File: src/rtl/ps2_rx_frame.sv
// PS/2 receive front end: pin sync, clock deglitch, 11-bit frame check, byte storage.
// Define PS2_RX_FIFO_EN for a 4-entry FIFO instead of a single holding register.
module ps2_rx_frame #(
  parameter int unsigned FILTER_LEN     = 8,
  parameter int unsigned TIMEOUT_CYCLES = 2000
) (
  input  logic       clk_i,
  input  logic       rst_ni,
  input  logic       kclk_i,
  input  logic       kdata_i,
  input  logic       ready_i,
  input  logic       clr_i,
  output logic [7:0] data_o,
  output logic       valid_o,
  output logic       irq_o,
  output logic       err_o,
  output logic       overflow_o
);

  localparam int unsigned TW = $clog2(TIMEOUT_CYCLES + 1);
  localparam logic [7:0]    FL_M1  = 8'(FILTER_LEN - 1);
  localparam logic [TW-1:0] TO_MAX = TW'(TIMEOUT_CYCLES);

  typedef enum logic [1:0] {
    S_IDLE,
    S_DATA,
    S_PARITY,
    S_STOP
  } state_t;

  logic          r_kclk_s1;
  logic          r_kclk_s2;
  logic          r_kdat_s1;
  logic          r_kdat_s2;
  logic [7:0]    r_fcnt;
  logic          r_filt;
  logic          r_filt_d;
  logic          w_fall;

  state_t        r_state;
  state_t        w_state_n;
  logic [2:0]    r_bitcnt;
  logic [7:0]    r_shift;
  logic          r_par;
  logic [TW-1:0] r_tocnt;
  logic          w_tmo;
  logic          w_shift;
  logic          w_start;
  logic          w_par_en;
  logic          w_push;
  logic          w_err;
  logic          r_err;

  logic          w_full;
  logic          w_pop;
  logic          w_wr;
  logic          w_ovf;
  logic          r_ovf;

  always_ff @(posedge clk_i) begin
    if (!rst_ni) begin
      r_kclk_s1 <= 1'b1;
      r_kclk_s2 <= 1'b1;
      r_kdat_s1 <= 1'b1;
      r_kdat_s2 <= 1'b1;
    end else begin
      r_kclk_s1 <= kclk_i;
      r_kclk_s2 <= r_kclk_s1;
      r_kdat_s1 <= kdata_i;
      r_kdat_s2 <= r_kdat_s1;
    end
  end

  // Filtered clock flips only after FILTER_LEN consecutive differing samples.
  always_ff @(posedge clk_i) begin
    if (!rst_ni) begin
      r_fcnt   <= '0;
      r_filt   <= 1'b1;
      r_filt_d <= 1'b1;
    end else begin
      r_filt_d <= r_filt;
      if (r_kclk_s2 == r_filt) begin
        r_fcnt <= '0;
      end else if (r_fcnt == FL_M1) begin
        r_filt <= r_kclk_s2;
        r_fcnt <= '0;
      end else begin
        r_fcnt <= r_fcnt + 8'd1;
      end
    end
  end

  assign w_fall = r_filt_d & ~r_filt;

  // A falling edge in the same cycle as expiry keeps the frame alive.
  assign w_tmo = (r_state != S_IDLE) && (r_tocnt == TO_MAX) && !w_fall;

  always_comb begin
    w_state_n = r_state;
    w_start   = 1'b0;
    w_shift   = 1'b0;
    w_par_en  = 1'b0;
    w_push    = 1'b0;
    w_err     = 1'b0;
    unique case (r_state)
      S_IDLE: begin
        if (w_fall && !r_kdat_s2) begin
          w_start   = 1'b1;
          w_state_n = S_DATA;
        end
      end
      S_DATA: begin
        if (w_tmo) begin
          w_err     = 1'b1;
          w_state_n = S_IDLE;
        end else if (w_fall) begin
          w_shift = 1'b1;
          if (r_bitcnt == 3'd7) begin
            w_state_n = S_PARITY;
          end
        end
      end
      S_PARITY: begin
        if (w_tmo) begin
          w_err     = 1'b1;
          w_state_n = S_IDLE;
        end else if (w_fall) begin
          w_par_en  = 1'b1;
          w_state_n = S_STOP;
        end
      end
      S_STOP: begin
        if (w_tmo) begin
          w_err     = 1'b1;
          w_state_n = S_IDLE;
        end else if (w_fall) begin
          if ((^r_shift ^ r_par) && r_kdat_s2) begin
            w_push = 1'b1;
          end else begin
            w_err = 1'b1;
          end
          w_state_n = S_IDLE;
        end
      end
      default: w_state_n = S_IDLE;
    endcase
  end

  always_ff @(posedge clk_i) begin
    if (!rst_ni) begin
      r_state  <= S_IDLE;
      r_bitcnt <= '0;
      r_shift  <= '0;
      r_par    <= 1'b0;
      r_tocnt  <= '0;
      r_err    <= 1'b0;
    end else begin
      r_state <= w_state_n;
      r_err   <= w_err;
      if (w_start) begin
        r_bitcnt <= '0;
      end else if (w_shift) begin
        r_bitcnt <= r_bitcnt + 3'd1;
        r_shift  <= {r_kdat_s2, r_shift[7:1]};
      end
      if (w_par_en) begin
        r_par <= r_kdat_s2;
      end
      if (r_state == S_IDLE || w_fall || w_tmo) begin
        r_tocnt <= '0;
      end else begin
        r_tocnt <= r_tocnt + 1'b1;
      end
    end
  end

  assign w_wr  = w_push & (~w_full | w_pop);
  assign w_ovf = w_push & w_full & ~w_pop;

`ifdef PS2_RX_FIFO_EN
  logic [7:0] r_mem [4];
  logic [1:0] r_wp;
  logic [1:0] r_rp;
  logic [2:0] r_cnt;

  assign w_full = (r_cnt == 3'd4);
  assign w_pop  = (r_cnt != 3'd0) & ready_i;

  always_ff @(posedge clk_i) begin
    if (!rst_ni) begin
      for (int i = 0; i < 4; i++) begin
        r_mem[i] <= '0;
      end
      r_wp  <= '0;
      r_rp  <= '0;
      r_cnt <= '0;
    end else begin
      if (w_wr) begin
        r_mem[r_wp] <= r_shift;
        r_wp        <= r_wp + 2'd1;
      end
      if (w_pop) begin
        r_rp <= r_rp + 2'd1;
      end
      if (w_wr && !w_pop) begin
        r_cnt <= r_cnt + 3'd1;
      end else if (w_pop && !w_wr) begin
        r_cnt <= r_cnt - 3'd1;
      end
    end
  end

  assign data_o  = r_mem[r_rp];
  assign valid_o = (r_cnt != 3'd0);
`else
  logic [7:0] r_hold;
  logic       r_valid;

  assign w_full = r_valid;
  assign w_pop  = r_valid & ready_i;

  always_ff @(posedge clk_i) begin
    if (!rst_ni) begin
      r_hold  <= '0;
      r_valid <= 1'b0;
    end else begin
      if (w_wr) begin
        r_hold <= r_shift;
      end
      r_valid <= w_wr | (r_valid & ~w_pop);
    end
  end

  assign data_o  = r_hold;
  assign valid_o = r_valid;
`endif

  // A fresh overflow beats a simultaneous clear.
  always_ff @(posedge clk_i) begin
    if (!rst_ni) begin
      r_ovf <= 1'b0;
    end else if (w_ovf) begin
      r_ovf <= 1'b1;
    end else if (clr_i) begin
      r_ovf <= 1'b0;
    end
  end

  assign irq_o      = valid_o;
  assign err_o      = r_err;
  assign overflow_o = r_ovf;

endmodule

File: config.mk
export PLATFORM = sky130hd
export DESIGN_NAME = ps2_rx_frame
export DESIGN_NICKNAME = d
export VERILOG_FILES = /design/src/rtl/ps2_rx_frame.sv
export SDC_FILE = /design/constraint.sdc
export NUM_CORES = 1
export LEC_CHECK = 0
export ABC_AREA = 0
export CELL_PAD_IN_SITES_DETAIL_PLACEMENT = 0
export CELL_PAD_IN_SITES_GLOBAL_PLACEMENT = 1
export CORE_MARGIN = 1.5
export CORE_UTILIZATION = 43
export DETAILED_ROUTE_END_ITERATION = 10
export GPL_TIMING_DRIVEN = 0
export HOLD_SLACK_MARGIN = 0.12
export PLACE_DENSITY_LB_ADDON = 0.15
export SLEW_MARGIN = 40
export SYNTH_ARGS = -nofsm -noshare
export SYNTH_HDL_FRONTEND = slang
export SYNTH_SLANG_ARGS = --single-unit
export TNS_END_PERCENT = 20
File: constraint.sdc
create_clock -name clk_i -period 2.2 [get_ports clk_i]
set_input_delay 0.44 -clock clk_i [delete_from_list [all_inputs] [get_ports clk_i]]
set_output_delay 0.44 -clock clk_i [all_outputs]
set_load 0.05 [all_outputs]
# Word level (Yosys, flattened, before mapping)
# Index checks and enable logic that the tools add are counted.
[classes]
n_mux = 26
reduce_logical = 19
n_eq_ne = 12
n_addsub = 3
bitwise = 15
[ops]
columns = ["cell", "count"]
rows = [
  ["1-bit two-way mux", 16],
  ["2-bit two-way mux", 8],
  ["3-bit inequality test, second input constant", 4],
  ["11-bit by 1-bit adder with 11-bit output, second input constant", 1],
  ["11-bit equality test, second input constant", 1],
  ["8-bit by 1-bit adder with 8-bit output, second input constant", 1],
  ["8-bit by 3-bit equality test with 1-bit output, second input constant", 1],
  ["2-bit one-hot mux with 4 select lines", 1],
  ["8-bit parity", 1],
  ["1-bit AND", 6],
  ["1-bit NOT", 6],
  ["2-bit OR reduction", 3],
  ["5-bit AND reduction", 1],
  ["2-bit equality test, second input constant", 2],
  ["1-bit logical AND", 4],
  ["2-bit AND reduction", 2],
  ["2-bit nonzero test", 2],
  ["3-bit by 1-bit adder with 3-bit output, second input constant", 1],
  ["3-bit equality test, second input constant", 1],
  ["3-bit OR reduction", 1],
  ["2-bit by 1-bit equality test with 1-bit output, second input constant", 1],
  ["1-bit zero test", 2],
  ["2-bit zero test", 1],
  ["1-bit logical OR", 2],
  ["5 further kinds", 6],
]
[totals]
elab_cells = 91
ff_bits = 50
out_inout_bits = 12
in_bits = 6

# Depth between registers and ports, before layout
# Gate-level depths: netlist of the first run.
[depth]
depth_word = 10
depth_mapped = 8
depth_no_buf = 7

# Worst setup path before layout of the first run
# No wires, ideal clock.
[synth_timing]
path_type = "register to register"
start = "reg r_shift[2]"
end = "reg r_hold[0], in the netlist data_o[0]"
arrival_ns = 1.699
t_required_ns = 2.128
setup_ns = 0.072
n_path_buf = 0
stages_incl_launch_ff = 6
path_slack_ns = 0.429
period_less_slack_ns = 1.771
path_cell_list = "dfxtp_1 xor2_1 xnor3_1 xnor2_1 nor3_4 mux2i_1"
[synth_between]
elab_chain_len = 8
[synth_lines]
columns = ["element", "line", "rtl"]
rows = [
  ["start: declaration", "43", "logic [7:0] r_shift;"],
  ["start signal: assignment", "164", "r_shift <= {r_kdat_s2, r_shift[7:1]};"],
  ["8-bit parity", "137", "if ((^r_shift ^ r_par) && r_kdat_s2) begin"],
  ["1-bit XOR", "137", ""],
  ["1-bit logical AND", "137", ""],
  ["1-bit two-way mux", "137", ""],
  ["1-bit two-way mux", "136", "end else if (w_fall) begin"],
  ["1-bit two-way mux", "133", "if (w_tmo) begin"],
  ["1-bit two-way mux", "105", "unique case (r_state)"],
  ["1-bit AND", "177", "assign w_wr = w_push & (~w_full | w_pop);"],
  ["end signal: assignment", "228", "r_hold <= r_shift;"],
  ["end: declaration", "216", "logic [7:0] r_hold;"],
]
# Every way passes these cells.
# A chain may end at the register's enable or synchronous reset.

# Worst setup path after layout of the first run
[layout_timing]
start = "reg r_tocnt[0]"
end = "reg r_tocnt[4]"
[layout_between]
elab_chain_len = 5
word_cells_on_any_way = 6
classes_between = "add/sub (1); eq/ne (1); reduce/logical (4)"
[layout_lines]
columns = ["element", "line", "rtl"]
rows = [
  ["start: declaration", "45", "logic [TW-1:0] r_tocnt;"],
  ["start signal: assignment", "172", "r_tocnt <= r_tocnt + 1'b1;"],
  ["parallel branches: the longest is 5 deep, another holds 11-bit by 1-bit adder with 11-bit output", "--", ""],
]
# Parallel ways; which one is timed is not known.

==> metrics.cfg, run 1 <==
[sta]
maxClockFrequency_mhz=495
worst_slack_ns=0.178
fin_setup_tns_ns=0
max-slew-margin-rel_pct=58.0
tightestPinTransition_ns=0.625
timing.final.crit_share_pct=91.9
final_max_slew_viol_count=0
hold_vio_cnt_final=0
rsz0062_at_grt=false
final.setup_skew_ns=0.00873
finalCriticalPeriod_ns=2.02
setup_violations=0

[synthesis]
synth_adder_area_share_pct=5.17
synth_xor_area_share_pct=9.48
multiplexer_area_fraction_after_synthesis_pct=7.81
synthesis.instances=241
postSynthRegisterBits=50
yosysWarningCount=0
cell_type_contributing_the_most_total_cell_area_after_synthesis=dfxtp_1
postSynth.topFlopCell=dfxtp_1
postSynthAreaPerCell_sq_um=9.04
synth-compound-area-share_pct=5.86
synth_cell_type_count=33
synth_top_cells_by_area=dfxtp_1 46%, mux2i_1 7.8%, nand2_1 5.3%
post_synth_top_cells=50 x dfxtp_1, 31 x nand2_1, 30 x nor2_1
synth_nets=256
combinational_family_with_the_most_area_after_synthesis=simple AND/OR/NAND/NOR gates
asyncSetResetFlopFracSynth_pct=0
synth_simple_gate_area_share_pct=22.4
yosysTopAreaCellShare_pct=46.0
yosys.cell_count.top_type=dfxtp_1
synth_area_sq_mm=0.00218
synth_sequential_area_ratio_pct=46.0
synth_enable_flop_cells=0

[grt]
grt_max_degree=15
gr-total-overflow=0
antenna_found_initial=0
grt_first_pass_wirelength_mm=6.60
number_of_global_route_vias_before_repair=1487
grt_util_all_layers_pct=15.6

[job]
cap_violations=0

[setup_path]
reg2reg_depth=7
path_max_fanout=10
crit_path_start_kind=flop
rr_startpoint=r_tocnt[0]$_SDFF_PP0_
timing.critical_path.from=r_tocnt[0]$_SDFF_PP0_
worst-setup-path-type=flop to flop
cp-end-kind=flop
worst_ep_required_time_ns=2.38
critPathArrivalTime_ns=2.20

[place]
detailed_place_hpwl_mm=2.68
place.gp.congestion=0.806
port_buffers=17
postPlaceCellArea_sq_mm=0.00243
placement.setup.worst_slack_ns=0.0681

[power_and_ir_drop]
power_per_cell_area_mw_per_mm2=587
power_leakage_nw=0.889
peak_supply_drop_mv=0.228

[clock_tree]
post-cts-setup-buffers=0
tritoncts=yes
cts.htree.levels=2
tritoncts_num_sinks=50
clock_tree.buffer_depth=2
cts-buffers-inserted=5
cts.hold.buffers_added=0
clkTransAtPathRegs_ns=0.09
cts_repair_resize_count=0
cts.root.buffer_cell=clkbuf_8
clock_latency_ns=0.30

[layout]
total_number_of_nets_in_the_final_design=280
stdcell_area_sq_mm=0.00252
area_delta_synth_final_pct=15.9
antenna-diode-count=0
final_layout_size_suffix_gt1_share_pct=4.89
final.fill_count=460

[floorplanning]
placementRows=25
die_w_um=74.2
floorplan.die.height_um=74.2
core-area_sq_mm=0.00479
floorplan.initialDensity_pct=45.5
dieArea_sq_mm=0.00550
num_io_pins=18

[min_path]
holdCritStartpoint=r_kdat_s1$_SDFF_PN1_
holdPathStages=1
hold_path.class=flop to flop

[drt]
drt-vias-per-instance=4.81
num_vias=1603
drt_pass1_iterations=4
wire_per_inst_um=11.3
detail-route-antenna-nets=0
number_of_violations_reported_at_the_end_of_detailed_routing_iteration_0=55
drc=0
postRouteWirelength_mm=3.77

[run_status]
status=finished, final reports clean

==> registers in the layout, summed over array words and instances (netlist names), 2 cells and up <==
| register | flops |
|---|---|
| data_o | 8 |
| r_bitcnt | 3 |
| r_fcnt | 8 |
| r_shift | 8 |
| r_state | 2 |
| r_tocnt | 11 |
==> cell families (layout without fill, tap and decap cells) <==
kind of cell / count (synthesis) / in the layout
AO/OA/AOI/OAI: 21 / 21
XOR/XNOR: 22 / 22
adder cells (fa/ha/maj): 9 / 9
buffers and inverters: 18 / 43
flip-flops: 50 / 50
multiplexers: 17 / 17
AND/OR/NAND/NOR: 104 / 104
==> cells in the final DEF, fill, tap and decap left out, drive strengths merged, types with 2 or more instances in the layout <==
cell type	Yosys	routed
clkdlybuf4s50	0	17
nor4	2	2
dfxtp	50	50
and3	4	4
nor2	30	30
xor2	12	12
buf	2	2
o21ai	5	5
nand2	31	31
mux2i	17	17
or3	2	2
clkbuf	7	14
a21oi	10	10
nor3	4	4
inv	9	9
nand3	16	16
nor2b	2	2
xnor2	9	9
ha	9	9
nand2b	9	9
==> metal layers <==
layer | share of wire [%] | up-vias | track usage [%]
met1 | 53 | 725 | 20.8
met3 | 3.3 | 8 | 4.34
met2 | 42 | 24 | 23.3
met5 | 0 | - | 0
li1 | - | 846 | -
met4 | 1.9 | 0 | 7.20
==> final timing paths <==
kind / to / slack (ns)
setup reg to reg: r_tocnt[4]$_SDFF_PP0_ / 0.18
hold / removal: r_kdat_s2$_SDFF_PN1_ / 0.42
setup / recovery: r_tocnt[4]$_SDFF_PP0_ / 0.18
hold reg to reg: r_kdat_s2$_SDFF_PN1_ / 0.42
==> area by class of cell <==
class / count / area (sq um) / area share (%)
Buffer: 9 / 38.8 / 1.54
Clock buffer: 7 / 86.3 / 3.42
Clock inverter: 1 / 5.00 / 0.198
Inverter: 9 / 33.8 / 1.34
Multi-Input combinational cell: 173 / 1100 / 43.8
Sequential cell: 50 / 1000 / 39.7
Tap cell: 67 / 83.8 / 3.32
Timing Repair Buffer: 17 / 170 / 6.74
==> metrics by stage <==
step                      utilization, %  hold WS (ns)  power, mW  std cells
final                               52.7         0.420       1.48        333
after global routing                52.7         0.443       1.55        333
after CTS                           52.7         0.427       1.51        333
after detailed placement            50.8         0.401      0.965        325
after global placement              50.8         0.392      0.965        325
after floorplan                        -         0.386      0.948        241
==> critical path, cell delays in order (launching register included) <==
cell      delay, ns
dfxtp_1        0.36
inv_1          0.07
ha_1           0.15
nand4b_1       0.09
nor4_1         0.55
nand2b_1       0.20
clkbuf_1       0.38
nor2_1         0.09
==> report_power, final <==
group / total [mW] / switching [mW] / internal (mW)
Combinational: 0.0321 / 0.0190 / 0.0132
Clock: 0.540 / 0.286 / 0.254
Sequential: 0.910 / 0.00231 / 0.908
(Power assumes the default switching activity.)
==> run 2: changes to the inputs <==
--- a/config.mk
+++ b/config.mk
@@ -10,6 +10,7 @@
 export CELL_PAD_IN_SITES_GLOBAL_PLACEMENT = 1
 export CORE_MARGIN = 1.5
 export CORE_UTILIZATION = 43
+export CTS_CLUSTER_DIAMETER = 120
 export DETAILED_ROUTE_END_ITERATION = 10
 export GPL_TIMING_DRIVEN = 0
 export HOLD_SLACK_MARGIN = 0.12
==> results of run 2 <==
No change in the layout: final DEF, timing and power equal those of run 1.
